`config.mk`:
```
export PLATFORM = sky130hd
export DESIGN_NAME = nes_controller_ports
export DESIGN_NICKNAME = d
export VERILOG_FILES = /design/src/rtl/nes_controller_ports.sv
export SDC_FILE = /design/constraint.sdc
export NUM_CORES = 1
export LEC_CHECK = 0
export BUFFER_PORTS_ARGS = -buffer_cell sky130_fd_sc_hd__buf_2
export CAP_MARGIN = 20
export CORE_ASPECT_RATIO = 1.4
export CORE_UTILIZATION = 60
export CTS_BUF_LIST = sky130_fd_sc_hd__clkbuf_8
export CTS_CLUSTER_DIAMETER = 60
export CTS_CLUSTER_SIZE = 8
export DETAILED_ROUTE_END_ITERATION = 8
export PLACE_DENSITY = 0.85
export SLEW_MARGIN = 5
export SYNTH_ARGS = -nofsm -noshare
export SYNTH_HDL_FRONTEND = slang
export SYNTH_SLANG_ARGS = --single-unit
```
`constraint.sdc`:
```
create_clock -name clock -period 2.3 [get_ports clock]
set_clock_uncertainty 0.2 [all_clocks]
set_input_delay 0.46 -clock clock [delete_from_list [all_inputs] [get_ports clock]]
set_output_delay 0.46 -clock clock [all_outputs]
set_load 0.005 [all_outputs]
```
`src/rtl/nes_controller_ports.sv`:
```
// Two NES controller ports: button synchronizers, strobe-loaded shift registers,
// read-edge advance and the CPU read-data mux for $4016/$4017.
module nes_controller_ports #(
  parameter logic       FILL_BIT = 1'b1,
  parameter logic [7:0] OPEN_BUS = 8'h40
) (
  input  logic       clock,
  input  logic       reset,
  input  logic [2:0] out,
  input  logic [1:0] oe,
  input  logic [7:0] buttons1,
  input  logic [7:0] buttons2,
  output logic       serial1,
  output logic       serial2,
  output logic [7:0] rdData,
  output logic       rdValid
);

  localparam int unsigned BTN_W = 8;
  localparam int unsigned PORTS = 2;

  logic [PORTS-1:0][BTN_W-1:0] btn_raw;
  logic [PORTS-1:0][BTN_W-1:0] sync_a;
  logic [PORTS-1:0][BTN_W-1:0] sync_b;
  logic [PORTS-1:0][BTN_W-1:0] shift;
  logic [PORTS-1:0]            oe_prev;
  logic [PORTS-1:0]            advance;
  logic                        strobe;
  logic                        unused_out;

  assign btn_raw    = {buttons2, buttons1};
  assign strobe     = out[0];
  assign unused_out = ^out[2:1];

  // Advance on the rising edge of each read enable (end of the CPU read)
  assign advance = ~oe_prev & oe;

  // Synchronizers, read-enable history and per-port shift registers
  always_ff @(posedge clock or negedge reset) begin
    if (!reset) begin
      sync_a  <= '0;
      sync_b  <= '0;
      shift   <= '0;
      oe_prev <= 2'b11;
    end else begin
      sync_a  <= btn_raw;
      sync_b  <= sync_a;
      oe_prev <= oe;
      for (int p = 0; p < int'(PORTS); p++) begin
        // A reload swallows any advance landing in the same cycle
        if (strobe) begin
          shift[p] <= sync_b[p];
        end else if (advance[p]) begin
          shift[p] <= {FILL_BIT, shift[p][BTN_W-1:1]};
        end
      end
    end
  end

  assign serial1 = shift[0][0];
  assign serial2 = shift[1][0];

  // CPU read mux; port 1 wins when both enables are low
  always_comb begin
    rdData = 8'h00;
    if (!oe[0]) begin
      rdData = {OPEN_BUS[7:1], serial1};
    end else if (!oe[1]) begin
      rdData = {OPEN_BUS[7:1], serial2};
    end
  end

  assign rdValid = ~(oe[0] & oe[1]);

endmodule

```
==> results of run 1 <==
## how the worst max path moves through the flow
stage	cells past startpoint	start	slack (ns)	to
global route	3	serial2	0.62	rdData[0]
CTS	3	serial2	0.65	rdData[0]
finish	3	serial2	0.66	rdData[0]
global placement	3	out[0]	0.47	shift[12]
detailed placement	3	out[0]	0.42	shift[13]
floorplan	3	oe[0]	0.74	rdData[6]
## state kept, by name, indices dropped and copies added (netlist names)
register,flops
shift,14
oe_prev,2
sync_b,16
sync_a,16
serial1,1
serial2,1
## layout make-up
type	instances	area share, %
Sequential cell	50	61.3
Multi-Input combinational cell	59	23.4
Timing Repair Buffer	28	7.34
Clock buffer	5	3.36
Tap cell	37	2.26
Clock inverter	3	2.20
Inverter	1	0.183
## kinds of logic (layout without fill, tap and decap cells)
logic type / Yosys count / count (layout) / share of synthesized area (%)
flops: 50 / 50 / 68.3
simple gates: 36 / 36 / 16.3
compound gates: 17 / 17 / 8.45
buf+inv: 16 / 37 / 6.74
other cells: 1 / 6 / 0.204
## routing by layer
layer | global-route usage [%] | routed length [microns]
met5 | 0 | 0
met2 | 28.8 | 1320
met1 | 24.8 | 1150
met3 | 6.08 | 123
met4 | 12.1 | 74
## per-stage QoR
stage          util [%]  hold WS (ns)  area [sq um]  instances
2_1_floorplan         -       -0.0356          1860        125
3_3_place_gp       66.8         0.132          1920        174
3_5_place_dp       66.8         0.135          1920        174
4_1_cts            71.1        0.0437          2050        183
5_1_grt            71.1        0.0382          2050        183
6_report           71.1        0.0557          2050        183
## synthesized netlist by cell type
master / instances
nor4bb_1: 6
buf_4: 7
dfrtp_1: 48
inv_1: 1
nor2b_1: 9
and4bb_1: 8
nand2_1: 1
a21oi_1: 2
a221o_1: 14
buf_6: 5
dfstp_2: 2
conb_1: 1
nor2_1: 2
nand2b_1: 2
o21ai_0: 1
nand3b_1: 1
and2b_1: 7
clkbuf_1: 3
## cells in the final DEF, fill, tap and decap left out
| cell type | n |
|---|---|
| a21oi_1 | 2 |
| a221o_1 | 14 |
| and2b_1 | 7 |
| and4bb_1 | 8 |
| buf_2 | 25 |
| buf_4 | 2 |
| bufinv_16 | 1 |
| clkbuf_8 | 5 |
| clkinvlp_4 | 2 |
| conb_1 | 6 |
| dfrtp_1 | 48 |
| dfstp_2 | 2 |
| dlygate4sd3_1 | 1 |
| inv_1 | 1 |
| nand2_1 | 1 |
| nand2b_1 | 2 |
| nand3b_1 | 1 |
| nor2_1 | 2 |
| nor2b_1 | 9 |
| nor4bb_1 | 6 |
| o21ai_0 | 1 |
## power by group through the flow
stage / Combinational [uW] / Clock [uW] / Sequential (uW)
floorplan: 91.3 / 0 / 972
global placement: 121 / 0 / 977
detailed placement: 127 / 0 / 980
CTS: 130 / 617 / 964
global route: 144 / 648 / 970
finish: 129 / 597 / 963
## critical path: cells and delay by family (launching register included)
family	cells	cell delay, ns
simple gates	1	0.08
compound gates	1	0.07
buf+inv	1	0.13
flops	1	0.40
==> impl_metrics.env, run 1 <==
export IMPL_clk_latency_ns=0.30
export IMPL_die_area_sq_um=3290
export IMPL_cell_internal_pwr_uw=1330
export IMPL_critical_path_start_type="flip-flop"
export IMPL_worst_ep_required_time_ns=1.64
export IMPL_post_cts_setup_inserts=0
export IMPL_die_width_microns=48.8
export IMPL_timing_setup_tns_ns=0
export IMPL_grt_overflow_total=0
export IMPL_clock_sink_count=50
export IMPL_post_synth_instance_area_sq_um=1840
export IMPL_outcome="completed"
export IMPL_detailed_place_hpwl_microns=1720
export IMPL_postCtsResizedCells=0
export IMPL_share_comb_of_total_power_pct=7.6
export IMPL_fill_cells=211
export IMPL_wl_per_cell_microns=14.6
export IMPL_cap_viol_max_count=0
export IMPL_postLayoutSetupSlackWorst_ns=0.664
export IMPL_final_min_clock_period_ns=1.64
export IMPL_finalMaxSlewViolations=0
export IMPL_drt_pre_antenna_iters=4
export IMPL_power_density_nw_per_um2=825
export IMPL_numPortBuffers=25
export IMPL_worstPathArrival_ns=0.98
export IMPL_netlist_top_cells_area="dfrtp_1 (65%), a221o_1 (7.6%), and4bb_1 (5.4%)"
export IMPL_first_global_vias=928
export IMPL_routed_wirelength_microns=2670
export IMPL_multiInputGateArea_sq_um=478
export IMPL_grt_total_usage_pct=19.3
export IMPL_slew_limit_headroom_pct=56.3
export IMPL_via_count=977
export IMPL_worstHoldPathType="input pin to flip-flop"
export IMPL_post_route_cells_drive_above_1_share_pct=25.3
export IMPL_antenna_cells=0
export IMPL_final_net_count=168
export IMPL_fp_row_count=23
export IMPL_clock_tree_htree_level_count=2
export IMPL_hold_path_cell_count=1
export IMPL_rsz0062_at_grt="no"
export IMPL_max_stage_delay_ns=0.40
export IMPL_synth_yosys_seq_area_share_pct=68.3
export IMPL_critical_path_cell_chain="nand3b_1 -> o21ai_0 -> buf_2"
export IMPL_power_leakage_uw=0.000964
export IMPL_clockPowerShare_pct=35.3
export IMPL_critical_path_reg2reg_endpoint="serial2"
export IMPL_grt_start_max_net_pins=47
export IMPL_ys_seq_elements=50
export IMPL_report_power_total_uw=1690
export IMPL_avgViaCountPerCell=5.34
export IMPL_ant_nets=0
export IMPL_die_y_microns=67.5
export IMPL_crit_end_element="output port"
export IMPL_post_synth_cell_area_avg_sq_um=15.3
export IMPL_grt_antenna_before_repair=0
export IMPL_yosysTopAreaCell="dfrtp_1"
export IMPL_final_period_utilization_pct=71.1
export IMPL_clk_path_buf_depth=2
export IMPL_yosys_area_top_type_share_pct=65.4
export IMPL_tightest_slew_ns=0.656
export IMPL_place_gp_congestion=0.738
export IMPL_cp_slowest_cell="dfrtp_1"
export IMPL_max_vdd_ir_drop_uv=679
export IMPL_cts_clk_slew_worst_paths_ns=0.08
export IMPL_worstPathMaxFanout=3
export IMPL_worst_r2r_path_depth=2
export IMPL_seq_power_share_pct=57.1
export IMPL_io_pins=34
export IMPL_tritoncts_clock_tree="built"
export IMPL_cts_hold_buf=1
export IMPL_effective_utilization_at_floorplan_pct=63.8
export IMPL_critical_path_class="flip-flop to output port"
export IMPL_syn_to_final_growth_pct=11.4
export IMPL_numCtsBuffers=5
export IMPL_core_region_area_sq_um=2880
export IMPL_timing_final_setup_violations=0
export IMPL_synthesis_instances=120
export IMPL_hold_viol=0
export IMPL_drt_drc_violations_left=0
export IMPL_drc_violation_total_after_the_first_tritonroute_iteration=39
export IMPL_min_delay_start="buttons2[3]"
export IMPL_clock_tree_root_cell="clkbuf_8"
export IMPL_yosysWarningCount=0
export IMPL_r2r_start="oe_prev[1]"
export IMPL_rrSetupSlack_ns=0.88
export IMPL_placement_setup_worst_slack_ns=0.425
export IMPL_grt_pass1_wl_microns=4450
export IMPL_worst_hold_path_endpoint="sync_a[11]"
export IMPL_power_switching_fraction_pct=21.4
export IMPL_fmax_ghz=0.611
export IMPL_post_synth_num_cell_types=18
export IMPL_p_switching_uw=361
export IMPL_seq_area_sq_um=1250
Power figures use the tool's default switching activity.
==> run 2, diff against run 1 <==
--- a/config.mk
+++ b/config.mk
@@ -5,15 +5,16 @@
 export SDC_FILE = /design/constraint.sdc
 export NUM_CORES = 1
 export LEC_CHECK = 0
+export ABC_AREA = 1
 export BUFFER_PORTS_ARGS = -buffer_cell sky130_fd_sc_hd__buf_2
 export CAP_MARGIN = 20
 export CORE_ASPECT_RATIO = 1.4
-export CORE_UTILIZATION = 60
+export CORE_UTILIZATION = 51
 export CTS_BUF_LIST = sky130_fd_sc_hd__clkbuf_8
 export CTS_CLUSTER_DIAMETER = 60
 export CTS_CLUSTER_SIZE = 8
 export DETAILED_ROUTE_END_ITERATION = 8
-export PLACE_DENSITY = 0.85
+export PLACE_DENSITY = 0.77
 export SLEW_MARGIN = 5
 export SYNTH_ARGS = -nofsm -noshare
 export SYNTH_HDL_FRONTEND = slang
==> constraint.sdc (replaced) <==
create_clock -name clock -period 1.4 [get_ports clock]
set_clock_uncertainty 0.2 [all_clocks]
set_input_delay 0.28 -clock clock [delete_from_list [all_inputs] [get_ports clock]]
set_output_delay 0.28 -clock clock [all_outputs]
set_load 0.005 [all_outputs]
==> impl_metrics.env, run 2 <==
export IMPL_seq_area_sq_um=1250
export IMPL_max_stage_delay_ns=0.40
export IMPL_multiInputGateArea_sq_um=439
export IMPL_clk_latency_ns=0.30
export IMPL_fill_cells=244
export IMPL_io_pins=34
export IMPL_ys_async_sr_fraction_pct=100
export IMPL_detailed_place_hpwl_microns=1870
export IMPL_post_route_cells_drive_above_1_share_pct=23.3
export IMPL_clock_tree_htree_level_count=2
export IMPL_post_synth_cell_area_avg_sq_um=10.9
export IMPL_place_gp_congestion=0.798
export IMPL_highest_layer="met4"
export IMPL_synth_enable_flop_cells=0
export IMPL_syn_to_final_growth_pct=24.8
export IMPL_die_area_sq_um=3810
export IMPL_clk_path_buf_depth=2
export IMPL_synth_yosys_seq_area_share_pct=69.0
export IMPL_wl_per_cell_microns=10.7
export IMPL_max_vdd_ir_drop_uv=1080
export IMPL_die_width_microns=52.4
export IMPL_wirelength_met1_microns=1130
export IMPL_met3RoutedLength_microns=103
export IMPL_finalMaxSlewViolations=0
export IMPL_post_synth_instance_area_sq_um=1820
export IMPL_grt_pass1_wl_microns=4720
export IMPL_dr_wl_met2_microns=1490
export IMPL_worstPathMaxFanout=3
export IMPL_ant_nets=0
export IMPL_first_global_vias=1126
export IMPL_fmax_ghz=0.697
export IMPL_outcome="finished with violations"
export IMPL_critical_path_cell_chain="nand3b_1 -> o21ai_1 -> buf_2"
export IMPL_routed_wirelength_microns=2770
export IMPL_power_leakage_uw=0.00119
export IMPL_post_synth_num_cell_types=15
export IMPL_numPortBuffers=25
export IMPL_grt_overflow_total=0
export IMPL_finalInstanceArea_sq_um=2270
export IMPL_drc_violation_total_after_the_first_tritonroute_iteration=44
export IMPL_yosysWarningCount=0
export IMPL_hold_viol=0
export IMPL_crit_end_element="output port"
export IMPL_cap_viol_max_count=0
export IMPL_most_used_cells_in_the_layout_excluding_fill_and_tap_cells="nand2_1 (72), dfrtp_1 (48), buf_2 (25)"
export IMPL_post_dp_cell_area_sq_um=1960
export IMPL_worst_ep_required_time_ns=0.92
export IMPL_final_common_cell="nand2_1"
export IMPL_antenna_cells=0
export IMPL_final_period_utilization_pct=102
export IMPL_fin_util_pct=67.1
export IMPL_avgViaCountPerCell=4.70
export IMPL_synth_cells_most_frequent="nand2_1 (72), dfrtp_1 (48), nand3_1 (17)"
export IMPL_tritoncts_clock_tree="built"
export IMPL_worstPathArrival_ns=0.95
export IMPL_drt_drc_violations_left=0
export IMPL_timing_final_setup_violations=1
export IMPL_power_density_nw_per_um2=1220
export IMPL_postLayoutSetupSlackWorst_ns=-0.0341
export IMPL_grt_total_usage_pct=17.3
export IMPL_synthMostInstantiatedCell="nand2_1"
export IMPL_timing_critical_path_max_delay_family="flip-flops"
export IMPL_postSynth_topFlopCell="dfrtp_1"
export IMPL_worstHoldPathType="input pin to flip-flop"
export IMPL_report_power_total_uw=2770
export IMPL_netlist_top_cells_area="dfrtp_1 (66%), nand2_1 (15%), nand3_1 (4.7%)"
export IMPL_numCtsBuffers=5
export IMPL_cp_buffers_inverters=1
export IMPL_fp_row_count=25
export IMPL_yosys_area_top_type_share_pct=66.1
export IMPL_via_count=1218
export IMPL_rsz0062_at_grt="yes"
export IMPL_placement_setup_worst_slack_ns=0.104
export IMPL_cts_clk_slew_worst_paths_ns=0.09
export IMPL_drt_pre_antenna_iters=4
export IMPL_synthesis_instances=166
export IMPL_final_min_clock_period_ns=1.43
export IMPL_critical_path_class="flip-flop to output port"
export IMPL_yosysTopAreaCell="dfrtp_1"
export IMPL_die_y_microns=72.6
export IMPL_timing_setup_tns_ns=-0.0341
export IMPL_ys_seq_elements=50
export IMPL_final_net_count=241
export IMPL_critical_path_start_type="flip-flop"
export IMPL_grt_start_max_net_pins=24
export IMPL_cp_slowest_cell="dfrtp_1"
export IMPL_registers_with_the_most_flip_flops="sync_a: 16 flops, sync_b: 16 flops, shift: 14 flops"
export IMPL_clock_tree_root_cell="clkbuf_8"
export IMPL_core_region_area_sq_um=3380
export IMPL_grt_antenna_before_repair=0
export IMPL_effective_utilization_at_floorplan_pct=53.8
export IMPL_clock_sink_count=50
export IMPL_failed_checks="negative setup slack"
run 2: changes by cell type after synthesis, sizes merged, moves of 2 or more:
cell    change
nor2        -2
a21oi       -2
nor4bb      -6
nor2b       -9
nand3      +17
a221o      -14
and4bb      -8
nand2b      -2
nand2      +78
inv         +4
clkbuf      -2
and2b       -7
run 2: worst paths after layout:
check | depth (start not counted) | startpoint | slack [ns] | endpoint
worst max-delay path | 3 | serial2 | -0.03 | rdData[0]
max in group asynchronous | 3 | reset | 0.33 | oe_prev[1]
min in group asynchronous | 2 | reset | 0.19 | sync_b[6]
worst min-delay path | 3 | oe[0] | 0.11 | shift[7]
worst max register to register | 5 | oe_prev[0] | 0.12 | shift[4]
worst min register to register | 0 | sync_a[11] | 0.15 | sync_b[11]
run 2: worst reg2reg max path: stages, from the launching register on:
cell and delay, ns:
dfstp_2 0.52, inv_1 0.05, nand2_2 0.05, nand2_1 0.15
nand2_1 0.13, nand2_1 0.06
run 2: repair_timing:
item / in CTS / in global routing
endpoints found under the setup margin: 1 / 1
hold buffers: 19 / 0
pin swaps: 1 / 0
hold endpoints to repair: 66 / 0
gates cloned: 0 / 0
resized for setup: 1 / 0
buffers inserted: 0 / 2
run 2: power breakdown:
group	internal, uW	switching [uW]	total [uW]	leakage [uW]
Clock	373	483	857	0.0000506
Combinational	148	158	306	0.000551
Sequential	1550	51.4	1600	0.000591
run 2: cell type report:
cell class	count	share of cell area, %
clock buffers	5	3.04
clock inverters	3	1.27
inverters	5	1.16
multi-input cells	104	19.4
flip-flops and latches	50	55.3
well taps	40	2.21
repair buffers	52	17.7
run 2: stage by stage:
stage | hold WS [ns] | instances
floorplan | -0.216 | 171
detailed placement | -0.0120 | 230
CTS | 0.101 | 257
global placement | -0.0234 | 230
global route | 0.126 | 259
finish | 0.110 | 259
run 2: logic make-up (layout without fill, tap and decap cells):
| group | count (synthesis) | count (layout) | synth area share (%) |
|---|---|---|---|
| DFF | 50 | 50 | 69.0 |
| buffers and inverters | 17 | 65 | 7.85 |
| other | 1 | 6 | 0.206 |
| AOI/OAI and AO/OA | 1 | 1 | 0.275 |
| and+or+nand+nor | 97 | 97 | 22.7 |
run 2: layer usage:
| metal | track usage, % | vias to the layer above |
|---|---|---|
| met1 | 20.2 | 576 |
| li1 | - | 598 |
| met3 | 5.00 | 6 |
| met4 | 7.60 | 0 |
| met2 | 29.1 | 38 |
| met5 | 0 | - |
